<file path="src/rtl/cla_adder4_reg.sv">
// Registered two-level carry-lookahead adder, every internal carry exposed.
// Define CLA_IN_REG_EN to also register A/B/Cin (latency becomes 2 clk).
module cla_group (
  input  logic [3:0] a,
  input  logic [3:0] b,
  input  logic       c0,
  output logic [3:0] s,
  output logic [2:0] co,
  output logic       gp,
  output logic       gg
);
  logic [3:0] p;
  logic [3:0] g;
  logic [3:0] c;

  assign p = a ^ b;
  assign g = a & b;

  // c4 is not produced here; the second level builds it from gg/gp
  always_comb begin
    c[0] = c0;
    c[1] = g[0]
         | (p[0] & c0);
    c[2] = g[1]
         | (p[1] & g[0])
         | (p[1] & p[0] & c0);
    c[3] = g[2]
         | (p[2] & g[1])
         | (p[2] & p[1] & g[0])
         | (p[2] & p[1] & p[0] & c0);
    gp   = &p;
    gg   = g[3]
         | (p[3] & g[2])
         | (p[3] & p[2] & g[1])
         | (p[3] & p[2] & p[1] & g[0]);
  end

  assign s  = p ^ c;
  assign co = c[3:1];
endmodule

module cla_adder4_reg #(
  parameter int WIDTH = 4
) (
  input  logic             clk,
  input  logic             rst,
  input  logic [WIDTH-1:0] A,
  input  logic [WIDTH-1:0] B,
  input  logic             Cin,
  output logic [WIDTH:0]   C,
  output logic [WIDTH-1:0] S,
  output logic             Cout
);
  localparam int NG = WIDTH / 4;

  if ((WIDTH % 4) != 0 || WIDTH < 4) begin : g_bad_width
    $error("cla_adder4_reg: WIDTH must be a positive multiple of 4");
  end

  logic [WIDTH-1:0] a_q;
  logic [WIDTH-1:0] b_q;
  logic             cin_q;

`ifdef CLA_IN_REG_EN
  always_ff @(posedge clk or posedge rst) begin
    if (rst) begin
      a_q   <= '0;
      b_q   <= '0;
      cin_q <= 1'b0;
    end else begin
      a_q   <= A;
      b_q   <= B;
      cin_q <= Cin;
    end
  end
`else
  assign a_q   = A;
  assign b_q   = B;
  assign cin_q = Cin;
`endif

  logic [NG-1:0]    gp;
  logic [NG-1:0]    gg;
  logic [NG:0]      cg;
  logic             pr;
  logic [WIDTH:0]   c_d;
  logic [WIDTH-1:0] s_d;

  // Second level: each group carry is a flat sum of products over (gg,gp)
  always_comb begin
    cg = '0;
    pr = 1'b0;
    for (int k = 0; k <= NG; k++) begin
      pr = cin_q;
      for (int m = 0; m < k; m++)
        pr = pr & gp[m];
      cg[k] = pr;
      for (int j = 0; j < k; j++) begin
        pr = gg[j];
        for (int m = j + 1; m < k; m++)
          pr = pr & gp[m];
        cg[k] = cg[k] | pr;
      end
    end
  end

  for (genvar g = 0; g < NG; g++) begin : g_grp
    logic [2:0] co;
    cla_group u_grp (
      .a  (a_q[4*g +: 4]),
      .b  (b_q[4*g +: 4]),
      .c0 (cg[g]),
      .s  (s_d[4*g +: 4]),
      .co (co),
      .gp (gp[g]),
      .gg (gg[g])
    );
    assign c_d[4*g]       = cg[g];
    assign c_d[4*g+3 -: 3] = co;
  end
  assign c_d[WIDTH] = cg[NG];

  always_ff @(posedge clk or posedge rst) begin
    if (rst) begin
      C <= '0;
      S <= '0;
    end else begin
      C <= c_d;
      S <= s_d;
    end
  end

  assign Cout = C[WIDTH];
endmodule

</file>
<file path="config.mk">
export PLATFORM = sky130hd
export DESIGN_NAME = cla_adder4_reg
export DESIGN_NICKNAME = d
export VERILOG_FILES = /design/src/rtl/cla_adder4_reg.sv
export SDC_FILE = /design/constraint.sdc
export NUM_CORES = 1
export LEC_CHECK = 0
export CORE_AREA = 2 2 39 41
export CTS_BUF_LIST = sky130_fd_sc_hd__clkbuf_4 sky130_fd_sc_hd__clkbuf_8
export DETAILED_ROUTE_END_ITERATION = 12
export DIE_AREA = 0 0 41 43
export DONT_BUFFER_PORTS = 1
export PLACE_DENSITY = 0.55
export SLEW_MARGIN = 30
export SYNTH_ARGS = -nofsm -noshare
export SYNTH_HDL_FRONTEND = slang
export SYNTH_SLANG_ARGS = --single-unit
</file>
<file path="constraint.sdc">
create_clock -name clk -period 0.8 [get_ports clk]
set_input_delay 0.08 -clock clk [delete_from_list [all_inputs] [get_ports clk]]
set_output_delay 0.08 -clock clk [all_outputs]
set_load 0.01 [all_outputs]
</file>
## Word-level counts from Yosys, hierarchy flattened

Cells that the tools add are included.

- Register bits: 9
- Latch bits: 0
- Memory bits (writable): 0
- Bits in read-only memories: 0
- Bits of input ports: 11
- Output and inout port bits: 10
- Word-level logic and storage cells: 31
- Memories kept: 0

- $add $sub $neg: 0
- Multiply operators: 0
- Div/mod/pow operators: 0
- $lt $le $gt $ge: 0
- Equal/unequal tests: 0
- Shifts and indexed selects: 0
- Muxes and demuxes: 0
- Bitwise gates (word level): 28
- Reductions and logical operators: 1

Operator list:

| operator | number |
|---|---|
| AND 1 bit | 15 |
| OR 1 bit | 10 |
| bitwise XOR 4 bit | 2 |
| AND 4 bit | 1 |
| AND reduction 4 bit | 1 |

## Depth between registers and ports, before layout

- Word-level depth: 6
- Depth in mapped cells: 5
- Mapped depth without buffers: 5

## Hierarchy

A second synthesis with hierarchy kept.

- Cell total of the unflattened synthesis: 31
- Area total of the unflattened synthesis: 425.4 um2

Modules (own cells, without submodules):

| module | instances | cells an instance | area each (um2) | sequential area each (um2) |
|---|---|---|---|---|
| cla_adder4_reg | 1 | 12 | 244.0 | 225.2 |
| cla_group | 1 | 19 | 181.4 | 0.0 |

## Worst setup path before layout

Ideal clock, no wire load.

- Kind: input to register
- Start point: input A[0]
- End point: register C[4]
- Library setup time: 0.118 ns
- Arrival: 0.971 ns
- Data required time: 0.682 ns
- Path slack: -0.289 ns
- Cell stages on the path: 5
- Path buffers: 0
- Path through: ha_1 > a211oi_2 > o21ba_2 > inv_2 > a21o_1

- Longest elaborated chain between the ends: 4
- Elaborated cells on any way between the ends: 7
- Those cells by class: bitwise (6); reduce/logical (1)

RTL lines:

| element | line | RTL |
|---|---|---|
| from (decl) | 47 | `input logic [WIDTH-1:0] A,` |
| bitwise XOR 4 bit or AND 4 bit (tied branches) | 16, 17 |  |
| AND reduction 4 bit or AND 1 bit (tied branches) | 31, 35 |  |
| AND 1 bit or OR 1 bit (tied branches) | 96, 35 |  |
| OR 1 bit * | 102 | `cg[k] = cg[k] \| pr;` |
| net c_d[4] | 86 | `logic [WIDTH:0] c_d;` |
| to (signal assigned) | 125 | `C <= '0;` |
| to (signal assigned) | 128 | `C <= c_d;` |
| to (decl) | 50 | `output logic [WIDTH:0] C,` |

The timed path passes the listed nets; every way through them passes the cells marked *.

## Final worst setup path

- Start point: register C[4]
- End point: output Cout

RTL lines:

| element | line | RTL |
|---|---|---|
| to (decl) | 52 | `output logic Cout` |

No word-level cell between the ends.

==> report_table.html <==
<table>
<tr><th>Metric</th><th>Value</th></tr>
<tr><th colspan="2">Outcome</th></tr>
<tr><td>Outcome</td><td>finished, violations left</td></tr>
<tr><td>Violations in the final reports</td><td>hold timing</td></tr>
<tr><th colspan="2">Timing</th></tr>
<tr><td>Share of the cycle needed by the critical path after routing</td><td>98.14%</td></tr>
<tr><td>Least-Margin Pin Slew</td><td>0.3139 ns</td></tr>
<tr><td>Setup repair after global routing missed its margin</td><td>true</td></tr>
<tr><td>Max Fclk</td><td>1.274 GHz</td></tr>
<tr><td>Final hold violation count</td><td>2</td></tr>
<tr><td>Minimum period implied by the final worst setup slack</td><td>0.7851 ns</td></tr>
<tr><td>Slew HR</td><td>79.05%</td></tr>
<tr><td>Hold Slack</td><td>-0.1571 ns</td></tr>
<tr><td>Setup violation total in the final timing report</td><td>0</td></tr>
<tr><td>Number of slew-limit violations in the final report</td><td>0</td></tr>
<tr><th colspan="2">Yosys</th></tr>
<tr><td>Post-synth net total</td><td>42</td></tr>
<tr><td>Main synth FF type</td><td>dfrtp_1</td></tr>
<tr><td>Area contributors post-synth</td><td>dfrtp_1 59%, ha_1 13%, fa_1 5.3%</td></tr>
<tr><td>Top cell type by total area after synthesis</td><td>dfrtp_1</td></tr>
<tr><td>Cell count after synthesis</td><td>26</td></tr>
<tr><td>Count of distinct cell types in the synthesized netlist</td><td>13</td></tr>
<tr><td>Fraction of registers with async set or reset after synthesis</td><td>100.0%</td></tr>
<tr><td>Sequential cell area fraction in the yosys report</td><td>59.41%</td></tr>
<tr><td>Ranking of synthesized cells by instance count</td><td>9 x dfrtp_1, 4 x ha_1, 2 x nor2_1, 2 x xor2_1</td></tr>
<tr><td>Most numerous cell in the Yosys netlist</td><td>dfrtp_1</td></tr>
<tr><td>Number of synthesis warnings</td><td>0</td></tr>
<tr><td>Mapped Avg Cell Area</td><td>14.58 um2</td></tr>
<tr><td>Combined area of all synthesized cells</td><td>379.1 um2</td></tr>
<tr><td>Yosys top cell area share</td><td>59.41%</td></tr>
<tr><td>Number of enable-type register cells in the synthesized netlist</td><td>0</td></tr>
<tr><td>Flip-flop and latch count after synthesis</td><td>9</td></tr>
<tr><th colspan="2">Floorplanning</th></tr>
<tr><td>Initial core utilization</td><td>27.40%</td></tr>
<tr><td>Number of rows in the core area</td><td>14</td></tr>
<tr><td>Chip Height</td><td>43 um</td></tr>
<tr><td>Width of the chip</td><td>41 um</td></tr>
<tr><td>Die area</td><td>1763 um2</td></tr>
<tr><td>Top Ports</td><td>21</td></tr>
<tr><td>Area of the core</td><td>1384 um2</td></tr>
<tr><th colspan="2">Layout</th></tr>
<tr><td>Share of cells above drive strength 1</td><td>39.39%</td></tr>
<tr><td>Total non-filler cell area in the finished layout</td><td>480.5 um2</td></tr>
<tr><td>Non-filler cells, final</td><td>49</td></tr>
<tr><td>Area growth syn-to-layout</td><td>26.73%</td></tr>
<tr><td>Final nets</td><td>50</td></tr>
<tr><td># diodes</td><td>0</td></tr>
<tr><th colspan="2">Worst setup path</th></tr>
<tr><td>Largest fanout of any net on the critical path</td><td>2</td></tr>
<tr><td>Kind of start point of the critical path</td><td>flip-flop</td></tr>
<tr><td>Sort of element at the end of the critical path</td><td>primary output</td></tr>
<tr><td>Data arrival at the endpoint of the critical path</td><td>0.71 ns</td></tr>
<tr><td>CP required</td><td>0.72 ns</td></tr>
<tr><td>Critical path startpoint</td><td>C[4]</td></tr>
<tr><td>Start-to-end type of the worst setup path</td><td>flip-flop to primary output</td></tr>
<tr><th colspan="2">Pwr</th></tr>
<tr><td>Lkg Pwr</td><td>0.2210 nW</td></tr>
<tr><td>Maximum resistive drop on vdd</td><td>0.0004775 V</td></tr>
<tr><td>Total power</td><td>0.001103 W</td></tr>
<tr><td>PwrDens</td><td>2295 nW/um2</td></tr>
<tr><th colspan="2">Route</th></tr>
<tr><td>Via density per instance</td><td>4.327</td></tr>
<tr><td>Count of vias placed by the detailed router</td><td>212</td></tr>
<tr><td>Wire length after detailed routing</td><td>591 um</td></tr>
<tr><td>Detailed-route wire length per cell</td><td>12.06 um</td></tr>
<tr><td>Number of design-rule violations left by the first detailed-router iteration</td><td>0</td></tr>
<tr><td>TritonRoute pass-1 iters</td><td>1</td></tr>
<tr><td>DRC violation count after routing</td><td>0</td></tr>
<tr><td>Post-DRT Antenna Nets</td><td>0</td></tr>
<tr><th colspan="2">Placement</th></tr>
<tr><td>Instance area after placement</td><td>439.2 um2</td></tr>
<tr><td>Number of I/O port buffers</td><td>0</td></tr>
<tr><td>Cell total after placement</td><td>44</td></tr>
<tr><td>Placer's final routability congestion estimate</td><td>0.7218</td></tr>
<tr><th colspan="2">Clock tree</th></tr>
<tr><td>CTS H-tree lvls</td><td>1</td></tr>
<tr><td>Number of clock buffers inserted by TritonCTS</td><td>3</td></tr>
<tr><td>TritonCTS clock tree</td><td>yes</td></tr>
<tr><td>Clock sink count</td><td>9</td></tr>
<tr><td>CTS root buf</td><td>clkbuf_4</td></tr>
<tr><td>Number of hold-repair buffers added at the cts stage</td><td>1</td></tr>
<tr><td>Clock tree buffer depth</td><td>2</td></tr>
<tr><td>Clock edge transition at the registers on the reported setup and hold paths</td><td>0.06 ns</td></tr>
<tr><th colspan="2">GRT</th></tr>
<tr><td>Remaining global-route overflow</td><td>0</td></tr>
<tr><td>Total track usage</td><td>9.359%</td></tr>
<tr><td>Largest net degree at the start of global routing</td><td>10</td></tr>
<tr><td>Initial antenna violation count</td><td>0</td></tr>
<tr><td>Global-route wire length before repair</td><td>910 um</td></tr>
<tr><td>Via count of the first global-routing pass</td><td>243</td></tr>
<tr><th colspan="2">Worst hold path</th></tr>
<tr><td>Type of the worst min-delay path</td><td>input pin to flip-flop</td></tr>
<tr><td>Source of the worst hold timing path</td><td>Cin</td></tr>
<tr><th colspan="2">Job</th></tr>
<tr><td>MaxCap Viol Count</td><td>0</td></tr>
</table>
## metal layers
metal / GRT usage [%] / part of all wire (%) / up-vias
met5: 0 / 0 / -
met4: 18.00 / 8.8 / 0
met3: 3.141 / 11 / 4
met2: 11.25 / 45 / 16
met1: 7.718 / 35 / 95
li1: - / - / 97
## kinds of logic after synthesis
kind of cell | count (synthesis) | share of synthesized area [%]
compound gates | 4 | 9.240
fa+ha+maj | 5 | 18.48
xor+xnor | 3 | 6.932
simple gates | 2 | 1.981
flops | 9 | 59.41
buf+inv | 3 | 3.959
## cell usage in the layout, fill, tap and decap left out, drive strengths merged
cell type / count
ha: 4
o21ba: 1
clkbuf: 4
dlygate4sd3: 1
inv: 2
o21ai: 1
buf: 3
xnor2: 1
fa: 1
nor2: 2
a21o: 1
xor2: 2
dfrtp: 9
a211oi: 1
## through the flow
step                util, %  worst slack, ns  hold slack, ns  setup TNS [ns]
CTS                   34.72         0.001021         -0.1662               0
finish                34.72          0.01491         -0.1571               0
floorplan                 -          -0.1416        -0.09208         -0.2559
detailed placement    31.74          -0.1992        -0.05399         -0.4915
global route          34.72        -0.008723         -0.1736        -0.01744
global placement      31.74          -0.1874        -0.07074         -0.4863
## final cells by class
type,count,area (um2)
fillers,140,903.4
flip-flops and latches,9,226.5
multi-input cells,14,163.9
repair buffers,4,32.53
clock buffers,4,30.03
well taps,16,20.02
inverters,2,7.507
## state kept, by name, indices dropped and copies added, names as in the netlist
| register | count |
|---|---|
| C | 5 |
| S | 4 |
## worst paths after layout
| check | depth (start not counted) | to |
|---|---|---|
| worst max-delay path | 0 | Cout |
| worst min-delay path | 0 | C[0] |
| max in group asynchronous | 2 | C[4] |
| min in group asynchronous | 2 | S[1] |
## what timing repair did
action | 4_1_cts | 5_1_grt
hold endpoints to repair | 11 | 2
resized for setup | 1 | 0
cloned | 0 | 0
endpoints found under the setup margin | 2 | 2
setup buffers | 0 | 0
## where the power goes
| group | total (W) | switching, W | internal, W |
|---|---|---|---|
| clock | 0.000380 | 0.000154 | 0.000226 |
| sequential | 0.000583 | 0.0000624 | 0.000521 |
| combinational | 0.000140 | 0.0000592 | 0.0000808 |
No activity file was read; power rests on OpenSTA's default activity.
